**config.mk**
```make
export PLATFORM = sky130hd
export DESIGN_NAME = alu_issue_queue_flat
export DESIGN_NICKNAME = d
export VERILOG_FILES = /design/src/rtl/alu_issue_pkg.sv /design/src/rtl/alu_issue_queue_if.sv /design/src/rtl/alu_issue_queue_sync_fifo.sv /design/src/rtl/alu_issue_queue.sv /design/src/flat_wrapper.sv
export SDC_FILE = /design/constraint.sdc
export NUM_CORES = 1
export LEC_CHECK = 0
export CAP_MARGIN = 20
export CORE_ASPECT_RATIO = 1.75
export CORE_MARGIN = 2
export CORE_UTILIZATION = 27
export CTS_CLUSTER_SIZE = 14
export DETAILED_ROUTE_END_ITERATION = 12
export MAX_ROUTING_LAYER = met4
export PLACE_DENSITY = 0.47
export SYNTH_ARGS = -nofsm -noshare
export SYNTH_HDL_FRONTEND = slang
export SYNTH_SLANG_ARGS = --single-unit
```
**constraint.sdc**
```tcl
create_clock -name clk -period 5.1 [get_ports clk]
set_input_delay 1.02 -clock clk [delete_from_list [all_inputs] [get_ports clk]]
set_output_delay 1.02 -clock clk [all_outputs]
set_load 0.02 [all_outputs]
```
**src/rtl/alu_issue_pkg.sv**
```systemverilog
// Shared FSM state type, ALU opcode encodings and default sizing for the ALU issue queue.
package alu_issue_pkg;

  localparam int DEPTH_DEF  = 4;
  localparam int DATA_W_DEF = 8;
  localparam int CMD_W_DEF  = 4;

  localparam logic [3:0] CMD_ADD  = 4'b0000;
  localparam logic [3:0] CMD_SUB  = 4'b0001;
  localparam logic [3:0] CMD_MUL  = 4'b1101;
  localparam logic [3:0] CMD_BUFF = 4'b1110;
  localparam logic [3:0] CMD_INVR = 4'b1111;

  typedef enum logic [1:0] {
    IDLE,
    ISSUE,
    HOLD
  } state_t;

endpackage

```
**src/rtl/alu_issue_queue_if.sv**
```systemverilog
// Request (in_*) and result (out_*) valid/ready channels of the ALU issue queue.
// master = producer/consumer side, slave = the queue.
interface alu_issue_queue_if import alu_issue_pkg::*; #(
  parameter int DATA_W = DATA_W_DEF,
  parameter int CMD_W  = CMD_W_DEF
);
  logic                  in_valid;
  logic                  in_ready;
  logic [DATA_W-1:0]     in_a;
  logic [DATA_W-1:0]     in_b;
  logic [CMD_W-1:0]      in_cmd;
  logic                  out_valid;
  logic                  out_ready;
  logic [2*DATA_W-1:0]   out_res;
  logic [CMD_W-1:0]      out_cmd;

  modport master (
    output in_valid, in_a, in_b, in_cmd, out_ready,
    input  in_ready, out_valid, out_res, out_cmd
  );

  modport slave (
    input  in_valid, in_a, in_b, in_cmd, out_ready,
    output in_ready, out_valid, out_res, out_cmd
  );
endinterface

```
**src/rtl/alu_issue_queue_sync_fifo.sv**
```systemverilog
// Generic synchronous FIFO, power-of-two depth; head visible on rdata, push/pop take effect at the edge.
// Push ignored when full, pop ignored when empty; count is the registered occupancy.
module sync_fifo #(
  parameter int WIDTH = 20,
  parameter int DEPTH = 4
) (
  input  logic                   clk,
  input  logic                   rst_n,
  input  logic                   push,
  input  logic                   pop,
  input  logic [WIDTH-1:0]       wdata,
  output logic [WIDTH-1:0]       rdata,
  output logic [$clog2(DEPTH):0] count
);
  localparam int AW = $clog2(DEPTH);
  localparam int CW = AW + 1;

  logic [WIDTH-1:0] mem_q [DEPTH];
  logic [WIDTH-1:0] mem_d [DEPTH];
  logic [AW-1:0]    wr_ptr_q, wr_ptr_d;
  logic [AW-1:0]    rd_ptr_q, rd_ptr_d;
  logic [CW-1:0]    count_q, count_d;
  logic             do_push, do_pop;

  // Pointers are exactly AW bits, so they wrap modulo DEPTH on their own.
  always_comb begin
    do_push  = push && (count_q != CW'(DEPTH));
    do_pop   = pop && (count_q != '0);
    mem_d    = mem_q;
    wr_ptr_d = wr_ptr_q;
    rd_ptr_d = rd_ptr_q;
    count_d  = count_q;
    if (do_push) begin
      mem_d[wr_ptr_q] = wdata;
      wr_ptr_d        = wr_ptr_q + 1'b1;
    end
    if (do_pop) begin
      rd_ptr_d = rd_ptr_q + 1'b1;
    end
    case ({do_push, do_pop})
      2'b10:   count_d = count_q + 1'b1;
      2'b01:   count_d = count_q - 1'b1;
      default: count_d = count_q;
    endcase
  end

  always_ff @(posedge clk or negedge rst_n) begin
    if (!rst_n) begin
      mem_q    <= '{default: '0};
      wr_ptr_q <= '0;
      rd_ptr_q <= '0;
      count_q  <= '0;
    end else begin
      mem_q    <= mem_d;
      wr_ptr_q <= wr_ptr_d;
      rd_ptr_q <= rd_ptr_d;
      count_q  <= count_d;
    end
  end

  assign rdata = mem_q[rd_ptr_q];
  assign count = count_q;

endmodule

```
**src/rtl/alu_issue_queue.sv**
```systemverilog
// Queues ALU requests and issues them one at a time; accept->out_valid 2 cycles (1 with ALU_ISSUE_BYPASS_EN).
// in_ready drops at DEPTH queued entries; a result is held stable until out_ready.
module alu_issue_queue import alu_issue_pkg::*; #(
  parameter int DEPTH  = DEPTH_DEF,
  parameter int DATA_W = DATA_W_DEF,
  parameter int CMD_W  = CMD_W_DEF
) (
  input  logic                   clk,
  input  logic                   rst_n,
  alu_issue_queue_if.slave       io,
  output logic [DATA_W-1:0]      alu_a,
  output logic [DATA_W-1:0]      alu_b,
  output logic [CMD_W-1:0]       alu_cmd,
  output logic                   alu_en,
  input  logic [2*DATA_W-1:0]    alu_res,
  output logic [$clog2(DEPTH):0] count
);
  localparam int ENT_W = 2*DATA_W + CMD_W;
  localparam int CNT_W = $clog2(DEPTH) + 1;

  state_t                state_q, state_d;
  logic                  out_valid_q, out_valid_d;
  logic [2*DATA_W-1:0]   out_res_q, out_res_d;
  logic [CMD_W-1:0]      out_cmd_q, out_cmd_d;
  logic [ENT_W-1:0]      head;
  logic [CNT_W-1:0]      fifo_count;
  logic                  push, pop;

  // Registered occupancy only: a pop in the same cycle never opens the input.
  assign io.in_ready = (fifo_count < CNT_W'(DEPTH));
  assign push        = io.in_valid && io.in_ready;

  sync_fifo #(
    .WIDTH (ENT_W),
    .DEPTH (DEPTH)
  ) u_fifo (
    .clk   (clk),
    .rst_n (rst_n),
    .push  (push),
    .pop   (pop),
    .wdata ({io.in_a, io.in_b, io.in_cmd}),
    .rdata (head),
    .count (fifo_count)
  );

  always_comb begin
    state_d     = state_q;
    out_valid_d = out_valid_q;
    out_res_d   = out_res_q;
    out_cmd_d   = out_cmd_q;
    pop         = 1'b0;
    alu_en      = 1'b0;
    alu_a       = '0;
    alu_b       = '0;
    alu_cmd     = '0;
    case (state_q)
      IDLE: begin
`ifdef ALU_ISSUE_BYPASS_EN
        // The accepted entry lands at the head of an empty FIFO, so it can issue next cycle.
        if (fifo_count != '0 || push) state_d = ISSUE;
`else
        if (fifo_count != '0) state_d = ISSUE;
`endif
      end
      ISSUE: begin
        alu_en                  = 1'b1;
        {alu_a, alu_b, alu_cmd} = head;
        pop                     = 1'b1;
        out_res_d               = alu_res;
        out_cmd_d               = head[CMD_W-1:0];
        out_valid_d             = 1'b1;
        state_d                 = HOLD;
      end
      HOLD: begin
        if (io.out_ready) begin
          out_valid_d = 1'b0;
          state_d     = (fifo_count != '0) ? ISSUE : IDLE;
        end
      end
      default: state_d = IDLE;
    endcase
  end

  always_ff @(posedge clk or negedge rst_n) begin
    if (!rst_n) begin
      state_q     <= IDLE;
      out_valid_q <= 1'b0;
      out_res_q   <= '0;
      out_cmd_q   <= '0;
    end else begin
      state_q     <= state_d;
      out_valid_q <= out_valid_d;
      out_res_q   <= out_res_d;
      out_cmd_q   <= out_cmd_d;
    end
  end

  assign io.out_valid = out_valid_q;
  assign io.out_res   = out_res_q;
  assign io.out_cmd   = out_cmd_q;
  assign count        = fifo_count;

endmodule

```
**src/flat_wrapper.sv**
```systemverilog
// flat-port wrapper written by rule: the top's interface ports become plain ports
module alu_issue_queue_flat import alu_issue_pkg::*;
#(
  parameter int DEPTH  = DEPTH_DEF,
  parameter int DATA_W = DATA_W_DEF,
  parameter int CMD_W  = CMD_W_DEF
)
  (clk, rst_n, alu_a, alu_b, alu_cmd, alu_en, alu_res, count, io_in_valid, io_in_a, io_in_b, io_in_cmd, io_out_ready, io_in_ready, io_out_valid, io_out_res, io_out_cmd);
  alu_issue_queue_if #(.DATA_W(DATA_W), .CMD_W(CMD_W)) io_i ();
  input  logic clk;
  input  logic rst_n;
  output logic [DATA_W-1:0] alu_a;
  output logic [DATA_W-1:0] alu_b;
  output logic [CMD_W-1:0] alu_cmd;
  output logic alu_en;
  input  logic [2*DATA_W-1:0] alu_res;
  output logic [$clog2(DEPTH):0] count;
  input wire logic [$bits(io_i.in_valid)-1:0] io_in_valid;
  input wire logic [$bits(io_i.in_a)-1:0] io_in_a;
  input wire logic [$bits(io_i.in_b)-1:0] io_in_b;
  input wire logic [$bits(io_i.in_cmd)-1:0] io_in_cmd;
  input wire logic [$bits(io_i.out_ready)-1:0] io_out_ready;
  output wire logic [$bits(io_i.in_ready)-1:0] io_in_ready;
  output wire logic [$bits(io_i.out_valid)-1:0] io_out_valid;
  output wire logic [$bits(io_i.out_res)-1:0] io_out_res;
  output wire logic [$bits(io_i.out_cmd)-1:0] io_out_cmd;
  assign io_i.in_valid = io_in_valid;
  assign io_i.in_a = io_in_a;
  assign io_i.in_b = io_in_b;
  assign io_i.in_cmd = io_in_cmd;
  assign io_i.out_ready = io_out_ready;
  assign io_in_ready = io_i.in_ready;
  assign io_out_valid = io_i.out_valid;
  assign io_out_res = io_i.out_res;
  assign io_out_cmd = io_i.out_cmd;
  alu_issue_queue #(.DEPTH(DEPTH), .DATA_W(DATA_W), .CMD_W(CMD_W)) u_core (.clk(clk), .rst_n(rst_n), .io(io_i), .alu_a(alu_a), .alu_b(alu_b), .alu_cmd(alu_cmd), .alu_en(alu_en), .alu_res(alu_res), .count(count));
endmodule
```
* Word-level counts from Yosys, hierarchy flattened
Index checks and enable logic that the tools add are counted.
Widths: inputs -> output; s select.
** Operators by class
- Bitwise logic cells :: 2
- $lt $le $gt $ge :: 4
- Eq/ne operators :: 7
- Reductions and logical operators :: 10
- Add/sub/neg operators :: 4
- Multiplexer cells :: 17
** Operators with widths (count)
- $bwmux 80 :: 1
- $mux 20 :: 3
- $bmux 20 s2 :: 1
- $demux 20 s2 :: 1
- $mux 8 :: 2
- $ge 3x3->1 const B :: 2
- $not 2->3 :: 2
- $pmux 2 s3 :: 1
- $pmux 3 s2 :: 1
- $add 2x1->2 const B :: 2
- $eq 2x1->1 const B :: 2
- $eq 2x2->1 const B :: 2
- $logic_and 1x1->1 :: 4
- $mux 2 :: 2
- $mux 4 :: 1
- $reduce_and 2->1 :: 2
- $reduce_bool 2->1 :: 2
- $add 3x1->3 const B :: 1
- $lt 3x1->1 const B :: 1
- $lt 3x3->1 const B :: 1
- $mux 1 :: 3
- $ne 3x3->1 const B :: 1
- $reduce_bool 3->1 :: 1
- $sub 3x1->3 const B :: 1
- 4 further kinds :: 4
** Storage, ports and cells
- Word-level logic and storage cells :: 55
- Bits of input ports :: 40
- Register bits after elaboration :: 110
- Output and inout port bits :: 46

* Longest topological paths before layout
Gate-level depths: netlist of the first run.
- Depth in word-level cells :: 6
- Depth in mapped cells :: 9
- Gate-level depth less buffers :: 8

* Cells and area by module
Synthesis of the first run repeated with hierarchy kept, for this count alone.
** Second synthesis, totals
- Cell total of the unflattened synthesis :: 309
- Area total of the unflattened synthesis :: 5001.0 µm²
** Modules (own cells, without submodules)
- sync_fifo :: cells an instance 231, times used 1, area an instance 3888.7 µm², seq. area each 2177.1 µm²
- alu_issue_queue :: cells an instance 78, times used 1, area an instance 1112.3 µm², seq. area each 575.6 µm²

* Worst setup path before layout of the first run
Ideal clock, no wire load.
- Path type :: in2reg
- Start :: input io_in_valid
- End :: register u_core.u_fifo.count_q[2] (netlist: u_core.u_fifo.count[2])
- Path slack :: 2.743 ns
- Cell stages on the path :: 9
- Library setup time :: 0.080 ns
- Buffers on the path :: 1
- Arrival :: 2.277 ns
- Data required time :: 5.020 ns
- Cell sequence :: nor2b_1 > buf_2 > inv_1 > ha_1 > inv_1 > fa_1 > xor2_1 > nor2_1 > xnor2_1
** Between the ends
- Cells in the longest elaborated chain, start to end :: 4
- Elaborated cells between the ends (all ways) :: 6
- Classes of those cells :: eq/ne: 2; mux: 1; reduce/logical: 3
** Ends and longest elaborated chain
- start: declaration :: line flat_wrapper.sv:18 : input wire logic [$bits(io_i.in_valid)-1:0] io_in_valid;
- $logic_and 1x1->1 * :: line alu_issue_queue.sv:31 : assign push = io.in_valid && io.in_ready;
- $logic_and 1x1->1 * :: line alu_issue_queue_sync_fifo.sv:27 : do_push = push && (count_q != CW'(DEPTH));
- $eq 2x1->1 / $eq 2x2->1 (equally long branches) :: line alu_issue_queue_sync_fifo.sv:40 : case ({do_push, do_pop})
- $pmux 3 s2 / $reduce_bool 2->1 (equally long branches)
- end signal: assignment :: line alu_issue_queue_sync_fifo.sv:57 : count_q <= count_d;
- end: declaration :: line alu_issue_queue_sync_fifo.sv:22 : logic [CW-1:0] count_q, count_d;
Every way passes the cells marked *; elsewhere a longest branch is shown, timed or not.
A chain may end at the register's enable or synchronous reset.

* Final worst setup path of the first run
- Start :: register u_core.u_fifo.rd_ptr_q[1]
- End :: output alu_cmd[3]
** Between the ends
- Cells in the longest elaborated chain, start to end :: 5
** Ends and longest elaborated chain
- start: declaration :: line alu_issue_queue_sync_fifo.sv:21 : logic [AW-1:0] rd_ptr_q, rd_ptr_d;
- start signal: assignment :: line alu_issue_queue_sync_fifo.sv:56 : rd_ptr_q <= rd_ptr_d;
- $not 2->3 (not written as such) :: line alu_issue_queue_sync_fifo.sv:61 : assign rdata = mem_q[rd_ptr_q];
- $bmux 20 s2 :: line alu_issue_queue_sync_fifo.sv:61
- $mux 20 (not written as such) (2 in series) :: line alu_issue_queue_sync_fifo.sv:61
- $mux 4 :: line alu_issue_queue.sv:56 : case (state_q)
- end: declaration :: line flat_wrapper.sv:14 : output logic [CMD_W-1:0] alu_cmd;
Every way passes these cells. The select of a mux whose other input is x is not followed.

==> flow_summary.json, run 1 <==
{
  "status": "completed",
  "max_freq_ghz": 0.278,
  "dp_slack_ns": 1.62,
  "worstRegToRegCells": 3,
  "final-max-slew-violation-count": 0,
  "syn2layout_area_growth_pct": 28.2,
  "insertion_delay_ns": 0.34,
  "synth_most_common_cell": "dfrtp_1",
  "ctsRootBufferMaster": "clkbuf_16",
  "r2r_slack_ns": 2.80,
  "worstPathArrival_ns": 2.57,
  "vias_per_cell": 4.48,
  "synth_top_cell_area_share": 0.564,
  "min_path_cells": 2,
  "period_share": 0.704,
  "critPathKind": "reg -> out",
  "die_y_um": 182,
  "required_ns": 4.08,
  "io_pins": 86,
  "timing.slew.headroom": 0.302,
  "fin_nets": 482,
  "grt_usage": 0.125,
  "ir_drop_mv": 0.176,
  "die_w_um": 106,
  "netlist_area_um2": 4880,
  "tightest_slew_ns": 1.04,
  "setup_tns_ns": 0,
  "yosysWarningCount": 0,
  "seq_area_frac_synth": 0.564,
  "crit_chain": "buf_4 -> mux2i_1 -> o22ai_1 -> clkdlybuf4s50_1",
  "vias": 3018,
  "worstHoldStart": "u_core.io.out_res[12]",
  "avgRoutedWirePerCell_um": 16.6,
  "synthTopCellsByArea": "dfrtp_1 (56%), mux2_2 (18%), nand2_1 (4.5%)",
  "drive_gt1_frac": 0.257,
  "die_area_um2": 19200,
  "worst_path_max_delay_cell": "dfrtp_1",
  "fillers": 1807,
  "clk_pin_slew_ns": 0.08,
  "r2r_start": "u_core.u_fifo.count[2]",
  "power.density_nw_per_um2": 653,
  "fin_util": 0.350,
  "slowest_delay_ns": 0.74,
  "synth-seq-cells": 110,
  "setup_slack_ns": 1.51,
  "antenna_found_initial": 0,
  "synth.net_count": 398,
  "fin_skew_ns": 0.0109,
  "start_util": 0.273,
  "antenna_left": 0,
  "fp.coreArea_um2": 17900,
  "critPathLaunchType": "flop",
  "routed_wirelength_mm": 11.2,
  "htree_levels": 3,
  "cts_hold_buf": 0,
  "report.final.hold_viol_count": 0,
  "grt_max_degree": 79,
  "routabilityCongestion": 0.692,
  "cts_setup_buffers": 0,
  "synth.avg_cell_area_um2": 13.9,
  "synthCells": 352,
  "grt_pass1_vias": 3273,
  "grt-ovfl-total": 0,
  "first_pass_iters": 4,
  "crit_fanout": 14,
  "dp_hpwl_mm": 7.61,
  "rsz0062_at_grt": "no",
  "finalCriticalPeriod_ns": 3.59,
  "cts_buffers": 9,
  "yosysUniqueCellTypes": 26,
  "setup_violations": 0,
  "n_antenna_cell": 0,
  "critPathCaptureType": "output port",
  "p_leak_nw": 2.71,
  "synth_commonest_cells": "dfrtp_1 (110), mux2_2 (80), nand2_1 (58)",
  "cts_resized": 0,
  "clockBufferDepth": 2,
  "portBuffers": 85,
  "num_rows": 65,
  "drc": 0,
  "yosys_most_used_dff": "dfrtp_1",
  "cap_viol_max_count": 0,
  "grt_pass1_wl_mm": 17.9,
  "synth_edf_count": 0,
  "reg2reg_to": "u_core.u_fifo.mem_q[55]",
  "cts_sinks": 110,
  "min_path_type": "reg -> reg",
  "cts_tree": "done",
  "min_to": "u_core.io.out_res[12]",
  "drt_iter0_markers": 72,
  "synth_top_area_cell": "dfrtp_1",
  "async_flop_share": 1.00
}
-- final cells by class --
| class | instances | area [um^2] | share of cell area |
|---|---|---|---|
| Timing Repair Buffer | 93 | 928 | 0.148 |
| Clock inverter | 6 | 47.5 | 0.00760 |
| Sequential cell | 110 | 2750 | 0.440 |
| Inverter | 9 | 33.8 | 0.00540 |
| Clock buffer | 9 | 225 | 0.0360 |
| Tap cell | 234 | 293 | 0.0468 |
| Multi-Input combinational cell | 213 | 1970 | 0.316 |
-- per-stage QoR --
step / total power [mW] / hold WS, ns / instance area (um^2) / std cells
finish: 4.08 / 0.476 / 6250 / 674
global route: 4.37 / 0.507 / 6250 / 674
CTS: 4.17 / 0.483 / 6230 / 673
detailed placement: 3.49 / 0.464 / 5950 / 658
global placement: 3.44 / 0.461 / 5950 / 658
floorplan: 2.79 / 0.467 / 4880 / 352
-- flip-flops by register name (all words and copies together) (netlist names) --
register,flops
u_core.u_fifo.mem_q,80
u_core.io.out_res,16
u_core.io.out_cmd,4
u_core.u_fifo.count,3
u_core.state_q,2
u_core.u_fifo.rd_ptr_q,2
u_core.u_fifo.wr_ptr_q,2
u_core.io.out_valid,1
-- metal layers --
metal | track usage | share of wire
met1 | 0.138 | 0.40
met2 | 0.228 | 0.57
met3 | 0.0183 | 0.019
met4 | 0.0416 | 0.015
met5 | - | 0
-- kinds of logic after synthesis --
logic type               count (synthesis)  synth area share
AO/OA/AOI/OAI                           12            0.0164
XOR/XNOR                                 6            0.0108
adder cells (fa/ha/maj)                  6            0.0169
buffers and inverters                   29            0.0308
flip-flops                             110             0.564
multiplexers                           105             0.283
AND/OR/NAND/NOR                         84            0.0775
-- critical path, delay by kind of cell, from the launching register on --
| kind | cells | cell delay (ns) |
|---|---|---|
| buffers and inverters | 2 | 0.94 |
| multiplexers | 1 | 0.36 |
| flip-flops | 1 | 0.74 |
| AO/OA/AOI/OAI | 1 | 0.18 |
-- report_power, final --
group / leakage, nW / switching, mW / internal, mW
Sequential: 1.33 / 0.248 / 1.32
Combinational: 1.27 / 0.852 / 1.01
Clock: 0.120 / 0.325 / 0.332
Total: 2.71 / 1.43 / 2.66
-- cell usage in the layout, fill, tap and decap left out, types with 4 or more instances in the layout --
master           Yosys  layout
o221ai_1             4       4
o22ai_1              4       4
inv_1                9       9
buf_4                0       8
clkdlybuf4s50_1      0      84
ha_1                 5       5
mux4_2               8       8
mux2_2              80      80
clkbuf_16            0       9
nand2_1             58      58
and2_1              16      16
dfrtp_1            110     110
mux2i_1              9       9
mux4_1               8       8
clkinvlp_4           0       4
-- worst max-delay path by stage --
stage | start | endpoint | slack (ns) | depth (start not counted)
after floorplan | io_in_valid | u_core.u_fifo.count[2] | 2.74 | 9
after global placement | io_in_valid | u_core.u_fifo.mem_q[67] | 1.65 | 4
after detailed placement | io_in_valid | u_core.u_fifo.mem_q[65] | 1.62 | 4
after CTS | u_core.u_fifo.rd_ptr_q[1] | alu_cmd[2] | 1.40 | 4
after global routing | u_core.u_fifo.rd_ptr_q[1] | alu_cmd[3] | 1.36 | 4
final | u_core.u_fifo.rd_ptr_q[1] | alu_cmd[3] | 1.51 | 4
Power figures use the tool's default switching activity.
==> inputs of run 2 (changes only) <==
--- a/config.mk
+++ b/config.mk
@@ -12,7 +12,7 @@
 export CTS_CLUSTER_SIZE = 14
 export DETAILED_ROUTE_END_ITERATION = 12
 export MAX_ROUTING_LAYER = met4
-export PLACE_DENSITY = 0.47
+export PLACE_DENSITY = 0.48
 export SYNTH_ARGS = -nofsm -noshare
 export SYNTH_HDL_FRONTEND = slang
 export SYNTH_SLANG_ARGS = --single-unit
==> constraint.sdc (replaced) <==
create_clock -name clk -period 3.3 [get_ports clk]
set_input_delay 0.66 -clock clk [delete_from_list [all_inputs] [get_ports clk]]
set_output_delay 0.66 -clock clk [all_outputs]
set_load 0.02 [all_outputs]
==> run 2 against run 1 <==
Sequential power grew 52%. Clock power increased by 69%. Via count increased by 0.63%. Clock-buffer cell count unchanged. Critical path depth unchanged. Largest power group unchanged.
==> flow_summary.json, run 2 (synthesis results as in run 1) <==
{
  "cts_buffers": 9,
  "required_ns": 2.64,
  "die_y_um": 182,
  "setup_slack_ns": 0.400,
  "largest_register_ffs": 80,
  "cts_setup_buffers": 0,
  "critPathKind": "reg -> out",
  "routabilityCongestion": 0.704,
  "clockBufferDepth": 2,
  "p_leak_nw": 2.77,
  "crit_family": "buffers and inverters",
  "grt-ovfl-total": 0,
  "top_register": "u_core.u_fifo.mem_q",
  "status": "completed",
  "min_path_type": "in -> async",
  "vias": 3037,
  "crit_fanout": 12,
  "r2r_start": "u_core.state_q[1]",
  "slowest_delay_ns": 0.58,
  "dp_hpwl_mm": 7.80,
  "routed_wirelength_mm": 11.3,
  "tightest_slew_ns": 0.573,
  "crit_cells": 4,
  "cts_tree": "done",
  "ctsRootBufferMaster": "clkbuf_16",
  "portBuffers": 85,
  "final-max-slew-violation-count": 0,
  "crit_buf_inv": 2,
  "setup_tns_ns": 0,
  "cap_viol_max_count": 0,
  "n_antenna_cell": 0,
  "vias_per_cell": 4.46,
  "grt_max_degree": 48,
  "start_util": 0.273,
  "fin_nets": 488,
  "die_area_um2": 19200,
  "r2r_slack_ns": 1.14,
  "power.density_nw_per_um2": 1020,
  "grt_usage": 0.127,
  "layout_commonest_cell": "dfrtp_1",
  "reg2reg_to": "u_core.u_fifo.count[2]",
  "rsz0062_at_grt": "no",
  "cts_hold_buf": 0,
  "ir_drop_mv": 0.295,
  "grt_pass1_wl_mm": 18.1,
  "critPathLaunch": "u_core.u_fifo.rd_ptr_q[0]",
  "num_rows": 65,
  "drc": 0,
  "report.final.hold_viol_count": 0,
  "worstRegToRegCells": 9,
  "clk_pin_slew_ns": 0.07,
  "insertion_delay_ns": 0.35,
  "avgRoutedWirePerCell_um": 16.6,
  "fin_util": 0.354,
  "worstPathArrival_ns": 2.24,
  "final_cell_mix": "dfrtp_1 (110), clkdlybuf4s50_1 (84), mux2_2 (80)",
  "htree_levels": 3,
  "cts_resized": 0,
  "grt_pass1_vias": 3319,
  "drt_iter0_markers": 62,
  "endpoint": "alu_b[1]",
  "antenna_left": 0,
  "drive_gt1_frac": 0.268,
  "die_w_um": 106,
  "max_freq_ghz": 0.345,
  "crit_chain": "buf_4 -> mux4_1 -> and2_1 -> clkdlybuf4s50_1",
  "fp.coreArea_um2": 17900,
  "critPathCaptureType": "output port",
  "setup_violations": 0,
  "dp_slack_ns": 0.693,
  "syn2layout_area_growth_pct": 29.7,
  "cts_sinks": 110,
  "fillers": 1782,
  "critPathLaunchType": "flop",
  "fin_skew_ns": 0.0112,
  "period_share": 0.879,
  "antenna_found_initial": 0,
  "finalCriticalPeriod_ns": 2.90,
  "timing.slew.headroom": 0.618,
  "worst_path_max_delay_cell": "mux4_1",
  "first_pass_iters": 4,
  "total_power_mw": 6.42,
  "io_pins": 86
}
[run 2: stage by stage]
step / hold slack [ns] / std cells / area, um^2
6_report: 0.298 / 681 / 6330
5_1_grt: 0.335 / 681 / 6330
4_1_cts: 0.312 / 681 / 6330
3_5_place_dp: 0.466 / 665 / 6020
3_3_place_gp: 0.460 / 665 / 6020
2_1_floorplan: 0.364 / 352 / 4880
[run 2: layout make-up]
class | count | area, um^2 | share of cell area
clock buffer | 9 | 225 | 0.0356
tap | 234 | 293 | 0.0463
sequential | 110 | 2750 | 0.435
inverter | 9 | 33.8 | 0.00534
clock inverter | 7 | 81.3 | 0.0129
multi-input combinational | 213 | 1970 | 0.312
timing repair buffer | 99 | 966 | 0.153
[run 2: metal layers]
layer / up-vias / wire (um) / track usage
li1: 1406 / - / -
met3: 7 / 317 / 0.0226
met2: 44 / 6400 / 0.238
met5: - / 0 / -
met4: 0 / 135 / 0.0395
met1: 1580 / 4480 / 0.132
[run 2: worst min path at each step]
stage	cells past startpoint	startpoint	to	slack [ns]
after floorplan	0	rst_n	u_core.io.out_cmd[0]	0.36
after global placement	2	u_core.io.out_res[10]	u_core.io.out_res[10]	0.46
after detailed placement	2	u_core.io.out_res[14]	u_core.io.out_res[14]	0.47
after CTS	1	rst_n	u_core.u_fifo.mem_q[16]	0.31
after global routing	1	rst_n	u_core.u_fifo.mem_q[16]	0.33
final	1	rst_n	u_core.u_fifo.mem_q[16]	0.30
[run 2: worst reg2reg max path, delay by kind of cell, from the launching register on]
kind / cells / cell delay (ns)
fa+ha+maj: 2 / 0.60
buf+inv: 2 / 0.28
flops: 1 / 0.42
xor+xnor: 2 / 0.27
simple gates: 3 / 0.53
[run 2: where the power goes]
part / switching, mW / internal, mW / total (mW) / leakage [nW]
sequential: 0.339 / 2.03 / 2.37 / 1.33
combinational: 1.36 / 1.58 / 2.94 / 1.29
clock: 0.510 / 0.600 / 1.11 / 0.152
==> inputs of run 3 (changes only) <==
--- a/config.mk
+++ b/config.mk
@@ -5,14 +5,17 @@
 export SDC_FILE = /design/constraint.sdc
 export NUM_CORES = 1
 export LEC_CHECK = 0
+export ABC_AREA = 1
 export CAP_MARGIN = 20
+export CELL_PAD_IN_SITES_DETAIL_PLACEMENT = 2
+export CELL_PAD_IN_SITES_GLOBAL_PLACEMENT = 2
 export CORE_ASPECT_RATIO = 1.75
 export CORE_MARGIN = 2
 export CORE_UTILIZATION = 27
 export CTS_CLUSTER_SIZE = 14
 export DETAILED_ROUTE_END_ITERATION = 12
 export MAX_ROUTING_LAYER = met4
-export PLACE_DENSITY = 0.48
+export PLACE_DENSITY = 0.72
 export SYNTH_ARGS = -nofsm -noshare
 export SYNTH_HDL_FRONTEND = slang
 export SYNTH_SLANG_ARGS = --single-unit
==> run 3 against run 2 <==
Final cell count grew 41%. Critical endpoint is now alu_a[3]. Register-to-register slack lost 0.04 ns. Largest cell class unchanged. Clock skew shrank 0.0036 ns. Highest routed layer unchanged. Flip-flop and latch count is the same. Hold slack lost 0.038 ns. Synthesized cell count grew 82%.
==> flow_summary.json, run 3 <==
{
  "status": "completed",
  "first_pass_iters": 4,
  "routabilityCongestion": 0.759,
  "tightest_slew_ns": 0.593,
  "seq_area_um2": 2750,
  "drc": 0,
  "fin_skew_ns": 0.00763,
  "reg2reg_to": "u_core.u_fifo.count[2]",
  "min_path_type": "in -> async",
  "rsz0062_at_grt": "no",
  "yosysUniqueCellTypes": 22,
  "synth.net_count": 688,
  "portBuffers": 85,
  "synth_compound_area_frac": 0.112,
  "synthTopCellsByArea": "dfrtp_1 (51%), nand2_1 (19%), inv_1 (5.8%)",
  "clockBufferDepth": 2,
  "setup_slack_ns": 0.320,
  "htree_levels": 3,
  "routed_wirelength_mm": 15.9,
  "ctsRootBufferMaster": "clkbuf_16",
  "finalCriticalPeriod_ns": 2.98,
  "vias_per_cell": 4.55,
  "synth_top_cell_area_share": 0.515,
  "yosys_most_used_dff": "dfrtp_1",
  "worstPathArrival_ns": 2.32,
  "p_leak_nw": 3.30,
  "yosysWarningCount": 0,
  "grt-ovfl-total": 0,
  "timing.slew.headroom": 0.604,
  "final-max-slew-violation-count": 0,
  "r2r_slack_ns": 1.10,
  "grt_usage": 0.166,
  "cts_hold_buf": 0,
  "grt_pass1_vias": 5025,
  "setup_violations": 0,
  "synth_top_family_by_area": "simple AND/OR/NAND/NOR gates",
  "netlist_area_um2": 5350,
  "total_power_mw": 6.66,
  "crit_fanout": 41,
  "start_util": 0.273,
  "period_share": 0.903,
  "die_area_um2": 21000,
  "critPathLaunch": "u_core.u_fifo.rd_ptr_q[0]",
  "final_cell_mix": "nand2_1 (264), dfrtp_1 (110), clkdlybuf4s50_1 (84)",
  "worstRegToRegCells": 10,
  "die_y_um": 190,
  "ir_drop_mv": 0.469,
  "layout_commonest_cell": "nand2_1",
  "synth_commonest_cells": "nand2_1 (264), dfrtp_1 (110), inv_1 (82)",
  "cts_buffers": 9,
  "critPathKind": "reg -> out",
  "drt_iter0_markers": 118,
  "max_freq_ghz": 0.336,
  "fin_nets": 754,
  "endpoint": "alu_a[3]",
  "insertion_delay_ns": 0.36,
  "cts_tree": "done",
  "synth-seq-cells": 110,
  "avgRoutedWirePerCell_um": 16.6,
  "io_pins": 86,
  "synth_most_common_cell": "nand2_1",
  "n_antenna_cell": 0,
  "multi_input_area_um2": 1930,
  "num_rows": 68,
  "critPathCaptureType": "output port",
  "grt_max_degree": 78,
  "dpl_cell_area_um2": 6220,
  "stdcell_area_um2": 6530,
  "grt_pass1_wl_mm": 26.0,
  "dp_slack_ns": 0.674,
  "cts_resized": 0,
  "power.density_nw_per_um2": 1020,
  "drive_gt1_frac": 0.0827,
  "clk_pin_slew_ns": 0.08,
  "synth_edf_count": 0,
  "critPathLaunchType": "flop",
  "fp.coreArea_um2": 19600,
  "dp_hpwl_mm": 10.3,
  "synth_mux_area_frac": 0,
  "cts_sinks": 110,
  "seq_area_frac_synth": 0.515,
  "antenna_found_initial": 0,
  "synthXorXnorAreaFrac": 0.00819,
  "report.final.hold_viol_count": 0,
  "antenna_left": 0,
  "cts_setup_buffers": 0,
  "synth-simple-area-share": 0.225,
  "synthAdderAreaFrac": 0.0154,
  "fin_util": 0.334,
  "r2r_start": "u_core.state_q[1]",
  "synth_top_area_cell": "dfrtp_1",
  "die_w_um": 110,
  "fillers": 2230,
  "cap_viol_max_count": 0,
  "setup_tns_ns": 0,
  "largest_register_ffs": 80,
  "vias": 4362,
  "synthCells": 642,
  "synth.avg_cell_area_um2": 8.33,
  "required_ns": 2.64,
  "top_register": "u_core.u_fifo.mem_q",
  "syn2layout_area_growth_pct": 22.1,
  "async_flop_share": 1.00
}
==> run 3: cell count changes after synthesis, moves of 5 or more <==
| cell | before | now |
|---|---|---|
| mux2_2 | 80 | 0 |
| o21ai_2 | 0 | 26 |
| a21oi_1 | 2 | 16 |
| o21ai_1 | 0 | 55 |
| nand3_1 | 0 | 27 |
| mux2i_1 | 9 | 0 |
| buf_2 | 14 | 7 |
| mux4_1 | 8 | 0 |
| and2_1 | 16 | 0 |
| nand2_1 | 58 | 264 |
| nand2_4 | 0 | 5 |
| buf_6 | 1 | 23 |
| inv_1 | 9 | 82 |
| mux4_2 | 8 | 0 |
==> run 3: final cells by class <==
type | instances | share of cell area
flip-flops and latches | 110 | 0.422
multi-input cells | 410 | 0.296
repair buffers | 89 | 0.136
inverters | 88 | 0.0521
well taps | 245 | 0.0470
clock buffers | 10 | 0.0366
clock inverters | 6 | 0.0105
==> run 3: worst min path at each step <==
stage / from / end / depth (start not counted)
floorplan: rst_n / u_core.io.out_cmd[0] / 0
global placement: u_core.state_q[0] / u_core.state_q[0] / 1
detailed placement: u_core.io.out_cmd[2] / u_core.io.out_cmd[2] / 2
CTS: rst_n / u_core.io.out_res[14] / 1
global route: rst_n / u_core.io.out_res[14] / 1
finish: rst_n / u_core.io.out_res[14] / 1
==> run 3: kinds of logic (layout without fill, tap and decap cells) <==
logic type,Yosys count,count (layout)
and+or+nand+nor,299,299
buffers and inverters,122,193
adders and majority gates,6,6
AOI/OAI and AO/OA,100,100
xor gates and xnor gates,5,5
DFF,110,110
==> run 3: power by group <==
group | switching (mW) | internal, mW | leakage, nW
Sequential | 0.363 | 1.97 | 1.37
Clock | 0.533 | 0.616 | 0.149
Combinational | 1.98 | 1.20 | 1.77
Total | 2.87 | 3.79 | 3.30
==> run 3: through the flow <==
stage / instances / hold WS (ns)
floorplan: 642 / 0.364
global placement: 942 / 0.440
detailed placement: 942 / 0.466
CTS: 958 / 0.272
global route: 958 / 0.294
finish: 958 / 0.260
==> run 3: layer usage <==
layer	vias to the layer above	wire, um	GRT usage	part of all wire
li1	2089	-	-	-
met1	2179	6230	0.176	0.39
met2	79	8910	0.313	0.56
met3	15	498	0.0226	0.031
met4	0	226	0.0462	0.014
met5	-	0	-	0
==> run 3: worst max-delay path: stages, from the launching register on <==
cell	delay, ns
dfrtp_1	0.41
buf_4	0.46
nand2_1	0.09
nand2_1	0.09
nand2_1	0.05
a21oi_1	0.21
clkdlybuf4s50_1	0.65
==> RTL edit: new RTL, settings of run 1 <==
Register the output `count`, cleared by the reset; this adds one clock of latency there. The other outputs are not delayed to match. Comments in the files are not updated.
--- a/src/rtl/alu_issue_queue.sv
+++ b/src/rtl/alu_issue_queue.sv
@@ -17,6 +17,8 @@
 );
   localparam int ENT_W = 2*DATA_W + CMD_W;
   localparam int CNT_W = $clog2(DEPTH) + 1;
+
+  logic [$clog2(DEPTH):0] count_c;
 
   state_t                state_q, state_d;
   logic                  out_valid_q, out_valid_d;
@@ -98,7 +100,15 @@
   assign io.out_valid = out_valid_q;
   assign io.out_res   = out_res_q;
   assign io.out_cmd   = out_cmd_q;
-  assign count        = fifo_count;
+  assign count_c      = fifo_count;
+
+  always_ff @(posedge clk or negedge rst_n) begin
+    if (!rst_n) begin
+      count <= '0;
+    end else begin
+      count <= count_c;
+    end
+  end
 
 endmodule
 
Formal check against the unedited RTL: not equivalent (Yosys sat finds a counterexample within 4 cycles, from zero or initial values and one cycle with rst_n low).
==> RTL edit against run 1 <==
  * Non-clock buffer count unchanged
  * Synthesized area up 1.5%
  * Cell area up 7.3%
  * Wire length up 0.51%
  * Setup slack worse by 0.14 ns
  * Power up 16%
  * Clock skew down 0.0017 ns
  * Sequential cell count up 3
  * Highest routed layer unchanged
==> RTL edit: results (changes against run 1) <==
Status: finished, final reports clean
Synth Area in XOR/XNOR: 1.06% (-0.016 points)
Post-synthesis compound-gate area fraction: 1.62% (-0.025 points)
Gate Count Post-Synth: 355 (+0.85%)
Critical R2R Capture: u_core.u_fifo.mem_q[63]
Final-layout fill cell count: 1706 (-5.6%)
Synth cell count leaders: dfrtp_1 (113), mux2_2 (80), nand2_1 (58)
R2r setup slk: 2.85 ns (+0.05 ns)
DP HPWL: 7.56 mm (-0.67%)
Mux share of post-synthesis cell area: 27.9% (-0.43 points)
Synthesized-area fraction occupied by adder cells: 1.67% (-0.026 points)
Max Freq: 268 MHz (-3.8%)
Synth top area cells: dfrtp_1 (57%), mux2_2 (18%), nand2_1 (4.4%)
Final GP Congestion: 0.695 (+0.38%)
CP max FO: 11 (-3)
Post-Layout Cell Count: 692 (+2.7%)
Drt initial violations: 140 (+94%)
Clock Skews: 0.00923 ns (-0.00172 ns)
Pin count of the biggest net entering global routing: 76 (-3.8%)
IO Port Bufs: 85 (unchanged)
Post-Place Worst Slack: 1.67 ns (+0.0555 ns)
Via Count: 3073 (+1.8%)
Max-slew headroom: 31.8% (+1.6 points)
Hold Startpoint: u_core.u_fifo.count[1]
DP Area: 0.00610 sq mm (+2.4%)
Worst-Skew Late Latency: 0.40 ns (+0.06 ns)
Vias in the first global route: 3431 (+4.8%)
Lkg Pwr: 2.94 nW (+8.3%)
Crit path DAT: 2.71 ns (+0.14 ns)
Mapped Nets: 401 (+0.75%)
Critical path startpoint: u_core.u_fifo.rd_ptr_q[0]
CP Capture Point: alu_b[1]
CTS buffer count: 17 (+8)
Final WL: 11.3 mm (+0.51%)
Nets: 493 (+2.3%)
First-pass GRT wire length: 18.2 mm (+1.5%)
H-tree depth: 4 (+1)
Register area share after synthesis: 57.1% (+0.66 points)
GRT Total Usage: 12.8% (+0.30 points)
==> RTL edit: cell count changes after synthesis, sizes merged <==
| cell | change |
|---|---|
| dfrtp | +3 |
==> RTL edit: critical path, cell delays in order, from the launching register on <==
cell	delay [ns]
dfrtp_1	0.65
buf_4	0.35
mux4_1	0.59
and2_1	0.18
clkdlybuf4s50_1	0.54
==> RTL edit: cell type report <==
cell class              instances  area, sq um  area share [%]
clock buffers                  20          457            6.80
clock inverters                10          160            2.39
multi-input cells             213         1970            29.4
repair buffers                 93          968            14.4
inverters                       9         33.8           0.503
well taps                     234          293            4.36
flip-flops and latches        113         2830            42.1
==> RTL edit: how the worst min path moves through the flow <==
stage	end	slack, ns	cells past startpoint
2_1_floorplan	u_core.count[1]	0.38	0
3_3_place_gp	u_core.count[1]	0.40	0
3_5_place_dp	u_core.count[1]	0.41	0
4_1_cts	u_core.count[1]	0.43	0
5_1_grt	u_core.count[1]	0.45	0
6_report	u_core.count[1]	0.42	0
==> RTL edit: per-layer routing <==
layer | vias up | wire length [um] | global-route usage (%)
met2 | 81 | 5980 | 21.9
met4 | 0 | 208 | 5.00
met1 | 1559 | 4690 | 14.3
met3 | 10 | 371 | 3.16
li1 | 1423 | - | -
met5 | - | 0 | -
==> RTL edit: cells by family (layout without fill, tap and decap cells) <==
kind of cell,after synthesis,after routing
compound gates,12,12
xor+xnor,6,6
fa+ha+maj,6,6
buf+inv,29,132
flops,113,113
mux,105,105
simple gates,84,84
==> RTL edit: power breakdown <==
part           switching [mW]  internal [mW]
clock network           0.395          0.835
registers               0.272           1.35
logic                   0.842           1.03
